[src/rtl/vsync_extractor.sv]
// Recovers filtered HSYNC/VSYNC/DE from channel-0 TMDS control tokens and tracks frame line counts for lock.
// Latency: outputs update on the sample edge (pulse one cycle later); no backpressure, a valid_data drop resets the link.
module vsync_extractor #(
  parameter int SAMPLE_DIV = 5,
  parameter int DEBOUNCE   = 4
) (
  input  logic        bit_clk,
  input  logic        rst_n,
  input  logic [9:0]  tmds_word,
  input  logic        valid_data,
  output logic        hsync,
  output logic        vsync,
  output logic        vsync_pulse,
  output logic        de,
  output logic [10:0] lines_per_frame,
  output logic [7:0]  frame_count,
  output logic        locked
);

  localparam int              PW       = (SAMPLE_DIV > 1) ? $clog2(SAMPLE_DIV) : 1;
  localparam logic [PW-1:0]   PH_LAST  = PW'(SAMPLE_DIV - 1);
  localparam logic [2:0]      RUN_LAST = 3'(DEBOUNCE - 1);
  localparam logic [10:0]     LINE_MAX = 11'h7FF;

  localparam logic [1:0] ST_IDLE    = 2'd0;
  localparam logic [1:0] ST_SEARCH  = 2'd1;
  localparam logic [1:0] ST_MEASURE = 2'd2;
  localparam logic [1:0] ST_LOCKED  = 2'd3;

  logic [PW-1:0] phase;
  logic [1:0]    state;
  logic [2:0]    run_h;
  logic [2:0]    run_v;
  logic          vsync_d;
  logic [10:0]   line_cnt;

  logic          sample;
  logic          is_ctrl;
  logic [1:0]    ctrl_bits;
  logic          ctrl_sample;
  logic          h_flip;
  logic          v_flip;
  logic          h_rise;
  logic          v_rise;
  logic          frame_match;

  assign sample = valid_data && (phase == PH_LAST);

  always_comb begin
    is_ctrl   = 1'b1;
    ctrl_bits = 2'b00;
    case (tmds_word)
      10'h354: ctrl_bits = 2'b00;
      10'h0AB: ctrl_bits = 2'b01;
      10'h154: ctrl_bits = 2'b10;
      10'h2AB: ctrl_bits = 2'b11;
      default: is_ctrl   = 1'b0;
    endcase
  end

  // A flip fires on the DEBOUNCE-th consecutive disagreeing control sample.
  assign ctrl_sample = sample && is_ctrl;
  assign h_flip      = ctrl_sample && (ctrl_bits[0] != hsync) && (run_h == RUN_LAST);
  assign v_flip      = ctrl_sample && (ctrl_bits[1] != vsync) && (run_v == RUN_LAST);
  assign h_rise      = h_flip && !hsync;
  assign v_rise      = v_flip && !vsync;
  assign frame_match = (line_cnt == lines_per_frame) && (lines_per_frame != 11'd0);
  assign locked      = (state == ST_LOCKED);

  always_ff @(posedge bit_clk or negedge rst_n) begin
    if (!rst_n) begin
      phase <= '0;
      de    <= 1'b0;
    end else if (!valid_data) begin
      phase <= '0;
      de    <= 1'b0;
    end else begin
      phase <= (phase == PH_LAST) ? '0 : phase + PW'(1);
      if (sample) de <= !is_ctrl;
    end
  end

  always_ff @(posedge bit_clk or negedge rst_n) begin
    if (!rst_n) begin
      hsync <= 1'b0;
      vsync <= 1'b0;
      run_h <= 3'd0;
      run_v <= 3'd0;
    end else if (!valid_data) begin
      hsync <= 1'b0;
      vsync <= 1'b0;
      run_h <= 3'd0;
      run_v <= 3'd0;
    end else if (ctrl_sample) begin
      if (ctrl_bits[0] == hsync) begin
        run_h <= 3'd0;
      end else if (h_flip) begin
        hsync <= ~hsync;
        run_h <= 3'd0;
      end else begin
        run_h <= run_h + 3'd1;
      end
      if (ctrl_bits[1] == vsync) begin
        run_v <= 3'd0;
      end else if (v_flip) begin
        vsync <= ~vsync;
        run_v <= 3'd0;
      end else begin
        run_v <= run_v + 3'd1;
      end
    end
  end

  always_ff @(posedge bit_clk or negedge rst_n) begin
    if (!rst_n) begin
      vsync_d     <= 1'b0;
      vsync_pulse <= 1'b0;
    end else if (!valid_data) begin
      vsync_d     <= 1'b0;
      vsync_pulse <= 1'b0;
    end else begin
      vsync_d     <= vsync;
      vsync_pulse <= vsync && !vsync_d;
    end
  end

  always_ff @(posedge bit_clk or negedge rst_n) begin
    if (!rst_n) begin
      state           <= ST_IDLE;
      line_cnt        <= 11'd0;
      lines_per_frame <= 11'd0;
      frame_count     <= 8'd0;
    end else if (!valid_data) begin
      state    <= ST_IDLE;
      line_cnt <= 11'd0;
    end else begin
      // A coincident hsync rise belongs to the new frame.
      if (v_rise && (state != ST_IDLE)) begin
        line_cnt <= {10'd0, h_rise};
      end else if (h_rise && (line_cnt != LINE_MAX)) begin
        line_cnt <= line_cnt + 11'd1;
      end
      case (state)
        ST_IDLE: state <= ST_SEARCH;
        ST_SEARCH: begin
          if (v_rise) begin
            state       <= ST_MEASURE;
            frame_count <= 8'd0;
          end
        end
        ST_MEASURE, ST_LOCKED: begin
          if (v_rise) begin
            lines_per_frame <= line_cnt;
            frame_count     <= frame_count + 8'd1;
            state           <= frame_match ? ST_LOCKED : ST_MEASURE;
          end
        end
        default: state <= ST_IDLE;
      endcase
    end
  end

endmodule
[config.mk]
export PLATFORM = sky130hd
export DESIGN_NAME = vsync_extractor
export DESIGN_NICKNAME = d
export VERILOG_FILES = /design/src/rtl/vsync_extractor.sv
export SDC_FILE = /design/constraint.sdc
export NUM_CORES = 1
export LEC_CHECK = 0
export CAP_MARGIN = 0
export CORE_MARGIN = 2
export CORE_UTILIZATION = 59
export DETAILED_ROUTE_END_ITERATION = 16
export PLACE_DENSITY = 0.85
export SLEW_MARGIN = 20
export SYNTH_ARGS = -nofsm -noshare
export SYNTH_HDL_FRONTEND = slang
export SYNTH_SLANG_ARGS = --single-unit
[constraint.sdc]
create_clock -name bit_clk -period 6.3 [get_ports bit_clk]
set_clock_uncertainty 0.05 [all_clocks]
set_input_delay 1.26 -clock bit_clk [delete_from_list [all_inputs] [get_ports bit_clk]]
set_output_delay 1.26 -clock bit_clk [all_outputs]
set_load 0.005 [all_outputs]
==> impl_metrics.json, run 1 <==
{
  "status": "finished clean",
  "crit_arrival_ns": 4.19,
  "period_share_pct": 64.35,
  "synth_fp_nets": 262,
  "initial_core_util_pct": 60.45,
  "syn_inst": 243,
  "num_rows": 24,
  "crit_chain": "clkdlybuf4s50_1, nand3_2, or3_1, a211oi_2, nand2b_1, nor2_1",
  "post-route-min-period_ns": 4.054,
  "ff2ff_setup_slack_ns": 3.46,
  "dr.pass1.iters": 4,
  "rsz0062_at_grt": "no",
  "critPathLaunchType": "primary input",
  "numPortBuffers": 36,
  "nets": 293,
  "worst-path-buf-inv": 1,
  "min_to": "vsync_pulse$_DFF_PN0_",
  "vias": 1953,
  "postCtsSetupRepairBufs": 0,
  "cts.htree.levels": 2,
  "core_um2": 4324,
  "syn_area_per_cell_um2": 10.76,
  "drive_above_1_share_pct": 11.27,
  "synth_largest_area_cell": "dfrtp_1",
  "clkTransAtPathRegs_ns": 0.09,
  "place_hpwl_um": 3671,
  "numCtsBuffers": 5,
  "ys_seq_elements": 46,
  "grt_pass1_vias": 1864,
  "max_stage_delay_ns": 0.85,
  "min_from": "vsync_d$_DFF_PN0_",
  "grt.total_usage_pct": 22.34,
  "maxCapViolations": 0,
  "ys_seq_area_share_pct": 44.04,
  "fmax_mhz": 246.7,
  "grt_antenna_before_repair": 0,
  "gp_congestion": 0.8526,
  "io-pin-count": 37,
  "hold_buffers": 0,
  "avgRoutedWirePerCell_um": 15.79,
  "grt_pass1_wl_um": 8859,
  "drt_first_iter_violations": 169,
  "r2r_end": "line_cnt[1]$_DFFE_PN0P_",
  "dp_cells": 319,
  "drv_slew": 0,
  "reg2reg_depth": 7,
  "diodes": 0,
  "clk_path_buf_depth": 2,
  "hold_viol": 0,
  "grt_max_degree": 47,
  "clock-sinks": 46,
  "ant_nets": 0,
  "ys.warnings.count": 0,
  "tightestPinTransition_ns": 0.9814,
  "setup_viol": 0,
  "fp.dieArea_um2": 4979,
  "min_path_cells": 1,
  "cts_tree": "yes",
  "root_buffer": "clkbuf_8",
  "fin_setup_tns_ns": 0,
  "hold_class": "reg -> reg",
  "crit_slowest_cell": "clkdlybuf4s50_1",
  "yosysMostFrequentCell": "dfrtp_1",
  "ys_top_cells_by_count": "dfrtp_1, xnor2_1, nand2_1, nor2_1, nand4_1",
  "leakagePower_nw": 1.264,
  "die_w_um": 70.56,
  "async_flop_share_pct": 100.0,
  "reg2reg_from": "phase[0]$_DFF_PN0_",
  "crit_family": "simple AND/OR/NAND/NOR gates",
  "flow.area_growth_from_synthesis_pct": 17.90,
  "post_cts_resized": 0,
  "p_per_area_nw_per_um2": 179.0,
  "synth.area.top_cells": "dfrtp_1, xnor2_1, mux2_4",
  "wl_um": 5163,
  "cp_max_fo": 19,
  "synth_edf_count": 0,
  "clk_latency_ns": 0.31,
  "relSlewSlack_pct": 33.97,
  "via_per_inst": 5.972,
  "yosys_most_used_dff": "dfrtp_1",
  "irDropWorstVdd_mv": 0.1122,
  "fin_cells": 327,
  "required_ns": 6.43,
  "drc": 0,
  "syn-cell-area_um2": 2614,
  "yosys.area.top_type_share_pct": 44.04,
  "worst-setup-path-type": "in -> reg",
  "die_h_um": 70.56,
  "grt_overflow": 0,
  "synth_cell_types": 51,
  "end_kind": "flop"
}
-- layout by cell type, fill, tap and decap left out, drive strengths merged, types with 4 or more instances in the layout --
cell type      count
nand3             12
dfrtp             46
o21ai              6
nor2b              5
clkdlybuf4s50     35
nor2              14
mux2              12
mux2i              7
nor3               4
nand2b             6
nor4               8
ha                 6
and2               6
nand2             15
clkbuf             5
and3               9
xnor2             19
nand4             12
-- worst max-delay path by stage --
stage                 start                               to  slack (ns)  cells past startpoint
3_5_place_dp     valid_data          line_cnt[1]$_DFFE_PN0P_        1.92                      6
4_1_cts          valid_data          line_cnt[1]$_DFFE_PN0P_        2.25                      6
6_report         valid_data          line_cnt[1]$_DFFE_PN0P_        2.25                      6
2_1_floorplan  tmds_word[4]  lines_per_frame[10]$_DFFE_PN0P_        3.37                      6
5_1_grt          valid_data          line_cnt[4]$_DFFE_PN0P_        2.02                      6
3_3_place_gp     valid_data          line_cnt[4]$_DFFE_PN0P_        2.00                      6
-- sequential cells by signal (all words and copies together) (netlist names) --
name             count
line_cnt            11
lines_per_frame     11
frame_count          8
phase                3
run_h                3
run_v                3
state                2
de                   1
hsync                1
vsync                1
vsync_d              1
vsync_pulse          1
-- cell type report --
cell class	count	area, µm²
timing repair buffer	36	357.8
multi-input combinational	182	1383
tap	52	65.06
clock buffer	5	68.82
inverter	3	11.26
clock inverter	3	45.04
sequential	46	1151
fill	323	1242
-- report_power, final --
group | leakage, nW | internal (W) | switching, W
clock network | 0.0504 | 0.000118 | 0.000103
registers | 0.602 | 0.000298 | 0.00000235
logic | 0.612 | 0.0000126 | 0.0000177
total | 1.26 | 0.000428 | 0.000123
-- through the flow --
stage                      power, W  hold WS [ns]  setup WS [ns]  instance area, µm²  util (%)
after CTS                 0.0005573        0.3736          2.253                3079     71.21
after global routing      0.0005725        0.3855          2.018                3082     71.27
after detailed placement  0.0003363        0.3481          1.920                2965     68.58
after global placement    0.0003350        0.3367          1.999                2965     68.58
after floorplan           0.0003189        0.3277          3.369                2614         -
final                     0.0005518        0.3707          2.246                3082     71.27
-- per-layer routing --
layer	up-vias	global-route usage, %	part of all wire [%]
li1	948	-	-
met1	948	30.55	46
met2	50	35.22	49
met3	7	5.128	3.5
met4	0	8.176	1.3
met5	-	0	0
-- kinds of logic after synthesis --
family | Yosys count | synth area share [%]
flops | 46 | 44.04
simple gates | 108 | 25.61
fa+ha+maj | 6 | 2.872
compound gates | 27 | 7.563
xor+xnor | 22 | 7.372
buf+inv | 15 | 3.064
mux | 19 | 9.478
Note: power is estimated with default switching activity, not from simulation.
==> run 2: changes to the inputs <==
CORE_UTILIZATION = 54   (was 59)
PLACE_DENSITY = 0.79   (was 0.85)
clock period = 3.96 ns   (was 6.3 ns; I/O delays follow)
==> run 2 against run 1 <==
Effect of this change:
- power is 62% higher
- final area is 0.93% higher
- die area grew 8.7%
- worst hold slack lost 0.020 ns
- clock power up 66%
- via count decreased by 0.97%
- first-iteration DRC count decreased by 39%
- critical endpoint is now lines_per_frame[6]$_DFFE_PN0P_
- largest power group unchanged
- register-to-register slack worse by 1.9 ns
- combinational power is 59% higher
- critical path type unchanged
- cell count increased by 1.5%
- routed wire length decreased by 4.2%
==> impl_metrics.json, run 2 (synthesized netlist as in run 1, its figures left out) <==
{
  "via_per_inst": 5.825,
  "numCtsBuffers": 5,
  "required_ns": 4.11,
  "clk_path_buf_depth": 2,
  "crit_slowest_cell": "clkdlybuf4s50_1",
  "setup_viol": 0,
  "root_buffer": "clkbuf_8",
  "grt_pass1_vias": 1905,
  "grt_pass1_wl_um": 8590,
  "numPortBuffers": 36,
  "fin_cells": 332,
  "die_h_um": 73.57,
  "rsz0062_at_grt": "no",
  "dr.pass1.iters": 4,
  "diodes": 0,
  "dp_cells": 324,
  "power_switching_w": 0.0002059,
  "power.total_w": 0.0008926,
  "cts.htree.levels": 2,
  "fin_setup_tns_ns": 0,
  "grt_use_met3_pct": 3.978,
  "cts_tree": "yes",
  "status": "finished clean",
  "clk_latency_ns": 0.31,
  "final_cell_mix": "dfrtp_1, clkdlybuf4s50_1, xnor2_1",
  "leakagePower_nw": 1.285,
  "p_per_area_nw_per_um2": 287.0,
  "grt.total_usage_pct": 20.24,
  "nets": 296,
  "drt_first_iter_violations": 103,
  "post-route-min-period_ns": 2.808,
  "grt_antenna_before_repair": 0,
  "reg_top3": "line_cnt (11), lines_per_frame (11), frame_count (8)",
  "max_stage_delay_ns": 0.46,
  "end_kind": "flop",
  "gp_congestion": 0.8656,
  "p_int_w": 0.0006867,
  "setup_ws_ns": 1.152,
  "clockPowerShare_pct": 41.1,
  "hold_buffers": 0,
  "die_w_um": 73.57,
  "drive_above_1_share_pct": 12.23,
  "place_ws_ns": 0.8004,
  "power_frac_seq_pct": 53.5,
  "crit_arrival_ns": 2.96,
  "grt_max_degree": 47,
  "num_rows": 25,
  "avgRoutedWirePerCell_um": 14.89,
  "postCtsSetupRepairBufs": 0,
  "maxCapViolations": 0,
  "cp_max_fo": 13,
  "switching_share_pct": 23.07,
  "vias": 1934,
  "flow.area_growth_from_synthesis_pct": 19.00,
  "grtUsageMet2_pct": 30.85,
  "clock-sinks": 46,
  "place_hpwl_um": 3484,
  "crit_chain": "clkdlybuf4s50_1, nor4bb_1, nand4_1, mux2i_4, nand3_4, mux2_4",
  "wl_um": 4945,
  "use_met1_pct": 28.24,
  "hold_class": "reg -> reg",
  "irDropWorstVdd_mv": 0.2047,
  "grt_overflow": 0,
  "initial_core_util_pct": 55.71,
  "fmax_mhz": 356.2,
  "critPathLaunchType": "primary input",
  "worst-setup-path-type": "in -> reg",
  "io-pin-count": 37,
  "tightestPinTransition_ns": 0.7055,
  "fp.dieArea_um2": 5413,
  "period_share_pct": 70.90,
  "grt_busiest_layer": "met2",
  "layout_commonest_cell": "dfrtp_1",
  "relSlewSlack_pct": 52.30,
  "core_um2": 4692,
  "post_cts_resized": 0,
  "pwr-share-comb_pct": 5.4,
  "hold_viol": 0,
  "clkTransAtPathRegs_ns": 0.10,
  "ant_nets": 0,
  "drv_slew": 0,
  "drc": 0
}
run 2: changes by cell type in the layout (fill, tap and decap cells not counted), sizes merged:
cell	delta
buf	+3
clkinvlp	-1
inv	+1
run 2: power by group through the flow:
stage	clock network [W]	registers [W]	logic [W]
2_1_floorplan	0	0.000486	0.0000214
3_5_place_dp	0	0.000487	0.0000487
3_3_place_gp	0	0.000486	0.0000479
5_1_grt	0.000391	0.000478	0.0000552
6_report	0.000367	0.000477	0.0000483
4_1_cts	0.000374	0.000477	0.0000493
run 2: area by class of cell:
type / count / area (µm²)
Clock inverter: 3 / 48.80
Timing Repair Buffer: 39 / 380.4
Fill cell: 369 / 1582
Inverter: 3 / 11.26
Multi-Input combinational cell: 182 / 1383
Sequential cell: 46 / 1151
Tap cell: 54 / 67.56
Clock buffer: 5 / 68.82
run 2: through the flow:
step / util (%) / hold slack [ns] / cell area [µm²]
2_1_floorplan: - / 0.3277 / 2614
6_report: 66.29 / 0.3511 / 3110
3_3_place_gp: 63.73 / 0.3323 / 2990
4_1_cts: 66.24 / 0.3517 / 3108
5_1_grt: 66.29 / 0.3707 / 3110
3_5_place_dp: 63.73 / 0.3379 / 2990
run 2: path summary, 6_finish.rpt:
check                           slack, ns                               to  depth (start not counted)          startpoint
worst max-delay path                 1.15   lines_per_frame[6]$_DFFE_PN0P_                          6        tmds_word[4]
worst min-delay path                 0.35            vsync_pulse$_DFF_PN0_                          1   vsync_d$_DFF_PN0_
worst max register to register       1.60       frame_count[6]$_DFFE_PN0P_                          8  phase[0]$_DFF_PN0_
worst min register to register       0.35            vsync_pulse$_DFF_PN0_                          1   vsync_d$_DFF_PN0_
max in group asynchronous            3.05            vsync_pulse$_DFF_PN0_                          1               rst_n
min in group asynchronous            0.41  lines_per_frame[10]$_DFFE_PN0P_                          1               rst_n
run 2: worst max-delay path: cells and delay by family:
family,cells,cell delay [ns]
buf+inv,1,0.46
mux,2,0.70
simple gates,3,1.00
run 2: layer usage:
metal  routed length, µm  up-vias
met5                   0        -
met2                2304       48
met1                2294      923
met4                  97        0
li1                    -      954
met3                 249        9
